===== config.mk =====
export PLATFORM = sky130hd
export DESIGN_NAME = rx_decimator_acc
export DESIGN_NICKNAME = d
export VERILOG_FILES = /design/src/rtl/rx_decimator_acc.sv
export SDC_FILE = /design/constraint.sdc
export NUM_CORES = 1
export LEC_CHECK = 0
export BUFFER_PORTS_ARGS = -buffer_cell sky130_fd_sc_hd__buf_2
export CAP_MARGIN = 20
export CORE_UTILIZATION = 35
export CTS_BUF_LIST = sky130_fd_sc_hd__clkbuf_8
export DETAILED_ROUTE_END_ITERATION = 16
export SLEW_MARGIN = 20
export SYNTH_ARGS = -nofsm -noshare
export SYNTH_HDL_FRONTEND = slang
export SYNTH_SLANG_ARGS = --single-unit

===== constraint.sdc =====
create_clock -name crx_clk -period 4.2 [get_ports crx_clk]
set_input_delay 0.21 -clock crx_clk [delete_from_list [all_inputs] [get_ports crx_clk]]
set_output_delay 0.21 -clock crx_clk [all_outputs]
set_load 0.005 [all_outputs]

===== src/rtl/rx_decimator_acc.sv =====
// Multi-channel rx sample decimator: pick (keep 1 of N) or accumulate-and-dump (sum of N).
// Ratio and mode are latched at each group start; the output strobe lags its qualifying trigger by one clock.
module rx_decimator_acc #(
    parameter int DATA_W         = 16,
    parameter int CHANNELS       = 2,
    parameter int MAX_DECIMATION = 16,
    localparam int RW            = $clog2(MAX_DECIMATION) + 1,
    localparam int ACC_W         = DATA_W + $clog2(MAX_DECIMATION)
) (
    input  logic                      crx_clk,
    input  logic                      rrx_rst_n,
    input  logic                      erx_en,
    input  logic [RW-1:0]             idecimation,
    input  logic                      imode,
    input  logic                      inew_sample_trigg,
    input  logic [CHANNELS*DATA_W-1:0] isample_data,
    output logic                      onew_sample_trigg,
    output logic [CHANNELS*ACC_W-1:0] osample_data,
    output logic                      oconfig_err
);

    localparam logic [RW-1:0] MAX_D = RW'(MAX_DECIMATION);

    logic [RW-1:0]             r_count;
    logic [RW-1:0]             r_nlat;
    logic                      r_mode;
    logic                      r_valid;
    logic                      r_err;
    logic [CHANNELS*ACC_W-1:0] r_data;
    logic signed [ACC_W-1:0]   r_acc [CHANNELS];

    logic                      w_start;
    logic                      w_dec_illegal;
    logic [RW-1:0]             w_n_req;
    logic [RW-1:0]             w_n_eff;
    logic                      w_mode_eff;
    logic                      w_last;
    logic signed [DATA_W-1:0]  w_samp [CHANNELS];
    logic signed [ACC_W-1:0]   w_sext [CHANNELS];
    logic signed [ACC_W-1:0]   w_sum  [CHANNELS];

    // At a group start the freshly requested ratio/mode already govern the current sample.
    always_comb begin
        w_start       = (r_count == '0);
        w_dec_illegal = (idecimation == '0) || (idecimation > MAX_D);
        if (idecimation == '0)
            w_n_req = RW'(1);
        else if (idecimation > MAX_D)
            w_n_req = MAX_D;
        else
            w_n_req = idecimation;
        w_n_eff    = w_start ? w_n_req : r_nlat;
        w_mode_eff = w_start ? imode : r_mode;
        w_last     = (r_count == (w_n_eff - 1'b1));
        for (int c = 0; c < CHANNELS; c++) begin
            w_samp[c] = isample_data[c*DATA_W +: DATA_W];
            w_sext[c] = ACC_W'(w_samp[c]);
            w_sum[c]  = w_start ? w_sext[c] : (r_acc[c] + w_sext[c]);
        end
    end

    always_ff @(posedge crx_clk or negedge rrx_rst_n) begin
        if (!rrx_rst_n) begin
            r_count <= '0;
            r_nlat  <= '0;
            r_mode  <= 1'b0;
            r_valid <= 1'b0;
            r_err   <= 1'b0;
            r_data  <= '0;
            for (int c = 0; c < CHANNELS; c++)
                r_acc[c] <= '0;
        end else begin
            r_valid <= 1'b0;
            if (!erx_en) begin
                r_count <= '0;
                for (int c = 0; c < CHANNELS; c++)
                    r_acc[c] <= '0;
            end else if (inew_sample_trigg) begin
                if (w_start) begin
                    r_nlat <= w_n_req;
                    r_mode <= imode;
                    if (w_dec_illegal)
                        r_err <= 1'b1;
                end
                r_count <= w_last ? '0 : (r_count + 1'b1);
                for (int c = 0; c < CHANNELS; c++)
                    r_acc[c] <= w_sum[c];
                if (!w_mode_eff && w_start) begin
                    r_valid <= 1'b1;
                    for (int c = 0; c < CHANNELS; c++)
                        r_data[c*ACC_W +: ACC_W] <= w_sext[c];
                end else if (w_mode_eff && w_last) begin
                    r_valid <= 1'b1;
                    for (int c = 0; c < CHANNELS; c++)
                        r_data[c*ACC_W +: ACC_W] <= w_sum[c];
                end
            end
        end
    end

    assign onew_sample_trigg = r_valid;
    assign osample_data      = r_data;
    assign oconfig_err       = r_err;

endmodule


==> out/results.md <==
| Parameter | Reported | Unit |
|:---|:---|:---|
| Result of the run | finished clean | - |
| Setup crit start kind | flip-flop | - |
| Final-report max-slew violation count | 0 | - |
| Hold violation total from the final report | 0 | - |
| Post-synthesis cell type count | 58 | - |
| TritonCTS sink count | 93 | - |
| Global routing usage on met2 | 27.6 | % |
| Data required time of the worst path | 4.47 | ns |
| Time the final worst path needs with I/O delays and setup | 3.54 | ns |
| Highest clock frequency the design can meet | 0.283 | GHz |
| Total of endpoints with negative setup slack in the final report | 0 | - |
| FF+latch count, synth | 93 | - |
| Sum of net half-perimeters after detailed placement | 10700 | µm |
| Fraction of the yosys area taken by sequential cells | 36.9 | % |
| Routability Congestion | 0.824 | - |
| Pwr/cell area | 446 | nW/µm² |
| Worst skew pair latency | 0.39 | ns |
| Post-route cell area | 7120 | µm² |
| Compound-cell area share of the yosys netlist | 16.9 | % |
| Share of final-layout standard cells stronger than drive strength 1 | 21.3 | % |
| Global router's overall resource usage | 17.2 | % |
| Count of port buffers added during placement | 83 | - |
| CTS root buffer | clkbuf_8 | - |
| Register clock-pin slew on the reported worst setup and hold paths | 0.09 | ns |
| Die area | 18600 | µm² |
| Cell types occupying the most area after synthesis | dfrtp_1 (37%), ha_1 (8.5%), mux2_4 (7.1%), mux2i_1 (4.4%), a21oi_1 (4.1%) | - |
| Post-placement cell area | 6910 | µm² |
| Largest fanout of any net on the critical path | 30 | - |
| Async set-or-reset flop fraction in the synthesized netlist | 100 | % |
| CTS tree | yes | - |
| Simple-gate portion of the synthesized area | 15.1 | % |
| Number of buffers added by the clock tree synthesis step | 9 | - |
| Width of the chip | 136 | µm |
| Max-capacitance violation count | 0 | - |
| Total core area | 17400 | µm² |
| Syn Inst Count | 666 | - |
| Most congested layer reported by global routing | met2 | - |
| Endpoint kind of the worst setup timing path | flip-flop | - |
| Met3 capacity usage during global routing | 2.95 | % |
| Vertical die dimension | 136 | µm |
| Number of antenna violations at the first check in global routing | 1 | - |
| Remaining global-route overflow | 0 | - |
| Initial Utilization | 36.2 | % |
| Post-cts repair resize count | 0 | - |
| Buffer depth of the longest clock path | 2 | - |
| Residual DRC | 0 | - |
| Static Leakage | 0.00342 | µW |
| Data arrival, critical path | 3.81 | ns |
| CTS HTree Levels | 3 | - |
| Combinational family with the most area after synthesis | compound AO/OA/AOI/OAI gates | - |
| Slew at the pin with the worst max-slew slack | 0.820 | ns |
| Util after Layout | 40.9 | % |
| Post-synth net total | 753 | - |
| Final worst-path cycle share | 84.2 | % |
| Setup TNS | 0 | ns |
| Residual antenna-violating net count after detailed routing | 0 | - |
| Most common library cells after synthesis | dfrtp_1 (93), nand2_1 (69), nor2_1 (57) | - |
| Met1 capacity usage during global routing | 23.3 | % |
| Launch instance of the worst register-to-register path | r_count[0] | - |
| Layout overhead on the synthesized area | 12.9 | % |
| Via count | 4962 | - |
| Primary FF master, synth | dfrtp_1 | - |
| Start-to-end type of the worst setup path | flip-flop to flip-flop | - |
| HP Start | imode | - |
| Initial detailed-routing violation count | 278 | - |
| Start point of the critical path | r_count[0] | - |
| Post-synth EDFFs | 0 | - |
| First-pass iteration count of the detailed router | 4 | - |
| Number of nets in the layout | 830 | - |
| Via count of the first global-routing pass | 4816 | - |
| Total number of yosys warnings | 0 | - |
| Skew final | 0.0154 | ns |
| Pin count of the biggest net entering global routing | 61 | - |
| Worst slew margin | 45.3 | % |
| Drt via density | 5.09 | - |
| Worst-case vdd ir drop | 0.000176 | V |
| Yosys top cell area share | 36.9 | % |
| Mean Syn Cell Area | 9.46 | µm² |
| Setup repair after global routing missed its margin | false | - |
| First-pass GRT wire length | 24600 | µm |
| Post-DR wirelength/cell | 15.4 | µm |
| Number of placed I/O pins | 84 | - |
| Hold WC Path Type | input pin to flip-flop | - |
| FP Rows | 48 | - |
| Most common cell in the netlist | dfrtp_1 | - |
| Number of setup buffers added after CTS | 0 | - |
| Total power consumption of the routed design | 3180 | µW |
| Total routed wirelength | 15000 | µm |
| Adder-Cell Fraction of Synth Area | 9.17 | % |
| Post-synthesis mux area share | 12.7 | % |
| Largest area contributor in the netlist | dfrtp_1 | - |
| Xor and xnor fraction of the mapped netlist area | 4.86 | % |
| Synthesized cell area | 6300 | µm² |
-- layer usage --
layer / vias up / part of all wire, % / wire [µm]
met4: 0 / 1.4 / 213
met1: 2339 / 48 / 7230
met2: 83 / 46 / 6930
met5: - / 0 / 0
met3: 13 / 4.2 / 628
li1: 2527 / - / -
-- stage by stage --
stage,cells,setup WS (ns),hold slack [ns]
6_report,974,0.663,0.0563
4_1_cts,973,0.664,0.0393
5_1_grt,973,0.431,0.0579
3_3_place_gp,956,0.752,0.351
2_1_floorplan,666,1.05,-0.0856
3_5_place_dp,956,0.679,0.360
-- power by group --
group	internal, µW	switching (µW)
combinational	653	611
clock	278	333
sequential	1140	157
-- flip-flops by register name, summed over array words and instances (netlist names) --
signal             flops
r_mode                 1
osample_data          40
oconfig_err            1
r_nlat                 5
r_acc                 40
onew_sample_trigg      1
r_count                5
-- final cells by class --
class                           instances  area [µm²]
Inverter                               27         101
Clock inverter                          3        18.8
Clock buffer                           13         179
Sequential cell                        93        2330
Fill cell                            1771       10300
Antenna cell                            1        2.50
Multi-Input combinational cell        518        3700
Tap cell                              225         282
Timing Repair Buffer                   94         503
-- worst max-delay path: stages (launching register included) --
cell	delay, ns
dfrtp_1	0.42
inv_1	0.10
ha_1	0.16
or4b_1	0.48
buf_4	0.27
nand2_1	0.13
o21ai_1	0.10
inv_1	0.07
ha_1	0.17
xnor2_1	0.10
nor3_1	0.24
a31oi_2	0.07
o21ai_1	0.18
a22o_2	0.17
buf_4	0.39
mux2_4	0.34
-- layout by cell type (no fill, tap or decap), drive strengths merged, types with 8 or more instances in the layout --
cell and instances:
mux2i 29, xor2 15, clkbuf 13, xnor2 20, mux2 34, ha 43, nor2b 8, inv 26
buf 93, nor3 22, a21oi 52, nand2 69, a21o 9, a31oi 9, nor2 57, o21ai 50
nand3 12, dfrtp 93
-- logic make-up (layout without fill, tap and decap cells) --
kind of cell,after synthesis,after routing
adder cells (fa/ha/maj),45,45
AO/OA/AOI/OAI,171,171
buffers and inverters,55,137
other,0,1
AND/OR/NAND/NOR,204,204
XOR/XNOR,35,35
flip-flops,93,93
multiplexers,63,63
-- path summary, 6_finish.rpt --
path / endpoint / slack (ns) / cells past startpoint
min in group asynchronous: osample_data[11] / 0.44 / 2
hold reg to reg: oconfig_err / 0.49 / 1
hold / removal: r_mode / 0.06 / 3
max in group asynchronous: osample_data[32] / 2.78 / 3
setup / recovery: osample_data[24] / 0.66 / 15
setup reg to reg: osample_data[24] / 0.66 / 15
-- timing repair --
action | CTS | global route
setup endpoints to repair | 0 | 0
hold buffers | 1 | 0
endpoints found under the hold margin | 59 | 0
Note: power is estimated with default switching activity, not from simulation.
